**src/rtl/sample_dac_pacer.sv**
```systemverilog
// Paces buffered audio samples out at a fixed rate and converts the playing
// sample to a 1-bit first-order sigma-delta bitstream.
module sample_dac_pacer #(
   parameter int unsigned CLK_DIV    = 1042,
   parameter int unsigned FIFO_DEPTH = 16,
   parameter int unsigned PREFILL    = 8
) (
   input  logic                          clk,
   input  logic                          reset,
   input  logic [31:0]                   asi_snk_data,
   input  logic                          asi_snk_valid,
   output logic                          asi_snk_ready,
   output logic [15:0]                   o_sample,
   output logic                          o_dac_out,
   output logic [$clog2(FIFO_DEPTH):0]   o_fill,
   output logic                          o_underflow
);

   localparam int unsigned AW = $clog2(FIFO_DEPTH);
   localparam int unsigned FW = AW + 1;
   localparam int unsigned DW = (CLK_DIV > 1) ? $clog2(CLK_DIV) : 1;

   typedef enum logic [0:0] {
      ST_PREFILL = 1'b0,
      ST_RUN     = 1'b1
   } state_t;

   state_t          state;
   logic [AW-1:0]   wr_ptr;
   logic [AW-1:0]   rd_ptr;
   logic [DW-1:0]   div_cnt;
   logic [15:0]     acc;
   logic [15:0]     mem [FIFO_DEPTH];

   logic            tick;
   logic            push;
   logic            pop;
   logic            empty;
   logic [16:0]     sd_sum;
   logic            unused_data_hi;

   assign unused_data_hi = ^asi_snk_data[31:16];

   assign asi_snk_ready = (o_fill != FW'(FIFO_DEPTH));
   assign push          = asi_snk_valid && asi_snk_ready;
   assign empty         = (o_fill == '0);
   assign tick          = (div_cnt == DW'(CLK_DIV - 1));
   assign pop           = tick && (state == ST_RUN) && !empty;

   // Offset-binary view of the playing sample; the carry out is the DAC bit.
   assign sd_sum = {1'b0, acc} + {1'b0, ~o_sample[15], o_sample[14:0]};

   // Sample storage: write port only, so it maps onto simple dual-port RAM.
   always_ff @(posedge clk) begin
      if (push) begin
         mem[wr_ptr] <= asi_snk_data[15:0];
      end
   end

   always_ff @(posedge clk) begin
      if (!reset) begin
         state       <= ST_PREFILL;
         wr_ptr      <= '0;
         rd_ptr      <= '0;
         o_fill      <= '0;
         div_cnt     <= '0;
         acc         <= '0;
         o_sample    <= '0;
         o_dac_out   <= 1'b0;
         o_underflow <= 1'b0;
      end else begin
         div_cnt <= tick ? '0 : div_cnt + DW'(1);

         if (push) begin
            wr_ptr <= wr_ptr + AW'(1);
         end

         // Registered RAM read straight into the playing sample.
         if (pop) begin
            rd_ptr   <= rd_ptr + AW'(1);
            o_sample <= mem[rd_ptr];
         end

         case ({push, pop})
            2'b10:   o_fill <= o_fill + FW'(1);
            2'b01:   o_fill <= o_fill - FW'(1);
            default: o_fill <= o_fill;
         endcase

         case (state)
            ST_PREFILL: begin
               if (tick && (o_fill >= FW'(PREFILL))) begin
                  state <= ST_RUN;
               end
            end
            ST_RUN: begin
               if (tick && empty) begin
                  state       <= ST_PREFILL;
                  o_underflow <= 1'b1;
               end
            end
            default: state <= ST_PREFILL;
         endcase

         acc       <= sd_sum[15:0];
         o_dac_out <= sd_sum[16];
      end
   end

endmodule

```
**config.mk**
```make
export PLATFORM = sky130hd
export DESIGN_NAME = sample_dac_pacer
export DESIGN_NICKNAME = d
export VERILOG_FILES = /design/src/rtl/sample_dac_pacer.sv
export SDC_FILE = /design/constraint.sdc
export NUM_CORES = 1
export LEC_CHECK = 0
export ABC_AREA = 1
export ABC_CLOCK_PERIOD_IN_PS = 2900
export BUFFER_PORTS_ARGS = -buffer_cell sky130_fd_sc_hd__buf_2
export CAP_MARGIN = 20
export CORE_AREA = 2 2 162 227
export DETAILED_ROUTE_END_ITERATION = 8
export DIE_AREA = 0 0 164 229
export HOLD_SLACK_MARGIN = 0.08
export PLACE_DENSITY = 0.68
export SLEW_MARGIN = 10
export SYNTH_ARGS = -nofsm -noshare
export SYNTH_HDL_FRONTEND = slang
export SYNTH_SLANG_ARGS = --single-unit
```
**constraint.sdc**
```tcl
create_clock -name clk -period 2.9 [get_ports clk]
set_clock_uncertainty 0.1 [all_clocks]
set_input_delay 0 -clock clk [delete_from_list [all_inputs] [get_ports clk]]
set_output_delay 0 -clock clk [all_outputs]
set_load 0.01 [all_outputs]
```
==> results.sh <==
export IMPL_synth_adder_area_share_pct=2.408
export IMPL_dp_hpwl_um=20590
export IMPL_wl_met2_um=16820
export IMPL_setup_viol=0
export IMPL_port_buffers=42
export IMPL_nets=1631
export IMPL_grt_pass1_wl_um=51240
export IMPL_cts_sinks=315
export IMPL_area_growth_pct=14.08
export IMPL_final_core_util_pct=45.96
export IMPL_max_slew_margin_pct=38.27
export IMPL_rsz0062_at_grt="false"
export IMPL_worst_ep_required_time_ps=3270
export IMPL_wl_met1_um=12670
export IMPL_postSynthCellCount=1506
export IMPL_ir_worst_vdd_mv=0.4090
export IMPL_critPathArrivalTime_ps=2870
export IMPL_syn_num_nets=1568
export IMPL_met3_length_um=1613
export IMPL_grt_overflow=0
export IMPL_fin_setup_tns_ps=0
export IMPL_synth_mux_area_share_pct=0
export IMPL_drt_iter0_drc=708
export IMPL_cellLeakagePower_nw=6.962
export IMPL_cts_tree="built"
export IMPL_postCtsSetupRepairBufs=0
export IMPL_yosys_area_share_simple_pct=23.52
export IMPL_grt_start_max_net_pins=132
export IMPL_min_period_ps=2502
export IMPL_critPathCaptureType="flip-flop"
export IMPL_setup_slack_ps=398.4
export IMPL_powerDensity_mw_per_mm2=567.1
export IMPL_io_pins=59
export IMPL_antenna_found_initial=0
export IMPL_grt_total_usage_pct=17.44
export IMPL_cap_violations=0
export IMPL_cts_inserted_buffers=30
export IMPL_hold_violations=0
export IMPL_die_h_um=229
export IMPL_drv_slew=0
export IMPL_synth_top_family_by_area="simple AND/OR/NAND/NOR gates"
export IMPL_path_max_fanout=5
export IMPL_critical_path_class="flip-flop to flip-flop"
export IMPL_worstMarginPinSlew_ps=924.9
export IMPL_status="complete, no violations"
export IMPL_antenna_left=0
export IMPL_post_synth_xor_area_fraction_pct=0.4274
export IMPL_via_per_inst=4.905
export IMPL_placed_cells=1980
export IMPL_drc=0
export IMPL_hold_class="primary input to flip-flop"
export IMPL_clock_root_buffer="clkbuf_16"
export IMPL_core_area_mm2=0.03560
export IMPL_power_total_mw=9.279
export IMPL_grt_pass1_vias=9957
export IMPL_avgSynthCellArea_um2=9.524
export IMPL_ys_ff_latch=315
export IMPL_min_period_over_period_pct=86.26
export IMPL_yosysSeqAreaShare_pct=61.83
export IMPL_yosysWarnings=0
export IMPL_firstDrtPassIters=6
export IMPL_postPlaceCellArea_mm2=0.01515
export IMPL_top_layer_used="met4"
export IMPL_final_area_mm2=0.01636
export IMPL_std_cell_rows=82
export IMPL_num_vias=10070
export IMPL_start_util_pct=40.29
export IMPL_fmaxAchievable_mhz=399.7
export IMPL_diodes=0
export IMPL_layoutNonFillerInstCount=2053
export IMPL_die_w_um=164
export IMPL_start_kind="flip-flop"
export IMPL_drive_above_1_share_pct=10.94
export IMPL_die_area_mm2=0.03756
export IMPL_fin_hold_ws_ps=272.1
export IMPL_synth_compound_area_share_pct=3.367
export IMPL_gp_congestion=0.8857
export IMPL_pre_cts_ws_ps=448.1
export IMPL_cts_htree_levels=1
export IMPL_syn_area_mm2=0.01434
export IMPL_ys_types=39
export IMPL_worstSkewPairLatency_ps=560
export IMPL_clkTransAtPathRegs_ps=70
export IMPL_route_detailed_wl_per_inst_um=15.72
export IMPL_routed_wl_um=32270
export IMPL_clk_path_buf_depth=3
[cells in the mapped netlist]
master,instances,area (um2)
nor2_2,1,6.260
nor2_8,1,20.02
o21ai_1,9,45.04
or2_2,1,6.260
nor3_2,2,20.02
a21boi_0,1,7.510
o21ai_0,22,110.1
inv_2,8,30.03
buf_4,14,105.1
dfxtp_1,59,1181
nand3_2,10,100.1
clkbuf_1,11,41.29
and3_1,1,6.260
edfxtp_1,256,7687
xor2_1,7,61.31
nand4_1,6,37.54
buf_12,1,20.02
nand2_1,455,1708
a21oi_2,8,70.07
nand4_4,2,42.54
nor2_4,3,33.78
buf_6,3,33.78
clkbuf_2,1,5.000
o31ai_1,1,7.510
ha_1,26,325.3
nor3_1,6,30.03
nor2_1,90,337.8
buf_2,22,110.1
nand3b_1,3,22.52
inv_1,221,829.6
clkinv_1,1,3.750
nand3_1,193,965.9
a21oi_1,41,205.2
o21bai_1,5,37.54
nand2_2,3,18.77
buf_1,9,33.78
nand3b_2,1,11.26
fa_1,1,20.02
and2_1,1,6.260
[kinds of logic (layout without fill, tap and decap cells)]
| group | count (synthesis) | after routing |
|---|---|---|
| AND/OR/NAND/NOR | 779 | 779 |
| flip-flops | 315 | 315 |
| adder cells (fa/ha/maj) | 27 | 27 |
| XOR/XNOR | 7 | 7 |
| buffers and inverters | 291 | 376 |
| AO/OA/AOI/OAI | 87 | 87 |
[cells in the final DEF, fill, tap and decap left out, drive strengths merged, types with 13 or more instances in the layout]
master and instances:
buf 73, nor2 95, edfxtp 256, ha 26, dlygate4sd3 19, clkbuf 36, nand3 203, clkinv 13
dfxtp 59, o21ai 31, nand2 458, a21oi 49, inv 229
[critical path, stage by stage (launching register included)]
cell,delay [ps]
dfxtp_1,400
ha_1,200
nand2_2,100
nor2_4,160
nand4_4,90
inv_1,100
ha_1,280
xor2_1,230
ha_1,180
inv_1,40
nand2_1,90
nand3_1,110
nand2_1,80
nand2_1,60
nand2_1,50
nand2_1,50
a21oi_1,110
[worst paths after layout]
check                                      start     endpoint  slack (ps)  cells after the start
worst max register to register        div_cnt[0]    o_fill[4]         400                     16
worst max-delay path                  div_cnt[0]    o_fill[4]         400                     16
worst min-delay path            asi_snk_data[13]   mem[4][13]         270                      2
worst min register to register       o_underflow  o_underflow         350                      2
[state kept, by name, indices dropped and copies added (netlist names)]
name         cells
acc             16
div_cnt         11
mem            256
o_dac_out        1
o_fill           5
o_sample        16
o_underflow      1
rd_ptr           4
state            1
wr_ptr           4
[layout make-up]
type	count	area (um2)
Fill cell	3207	19240
Clock buffer	36	794.5
Multi-Input combinational cell	900	4303
Inverter	230	864.6
Sequential cell	315	8874
Clock inverter	18	229.0
Timing Repair Buffer	92	720.7
Tap cell	462	578.1
[layer usage]
layer,up-vias,global-route usage (%)
met5,-,0
met1,4719,20.04
met2,273,32.23
li1,5005,-
met3,72,2.300
met4,0,7.018
[repair_timing]
action / CTS / global route
setup endpoints to repair: 0 / 0
gates resized for setup: 0 / 0
hold buffers: 19 / 0
hold endpoints to repair: 280 / 0
[report_power, final]
part | total [mW] | switching (mW) | internal (mW)
sequential | 4.96 | 0.0229 | 4.94
combinational | 0.259 | 0.182 | 0.0772
clock | 4.06 | 1.66 | 2.40
total | 9.28 | 1.87 | 7.41
Note: power is estimated with default switching activity, not from simulation.
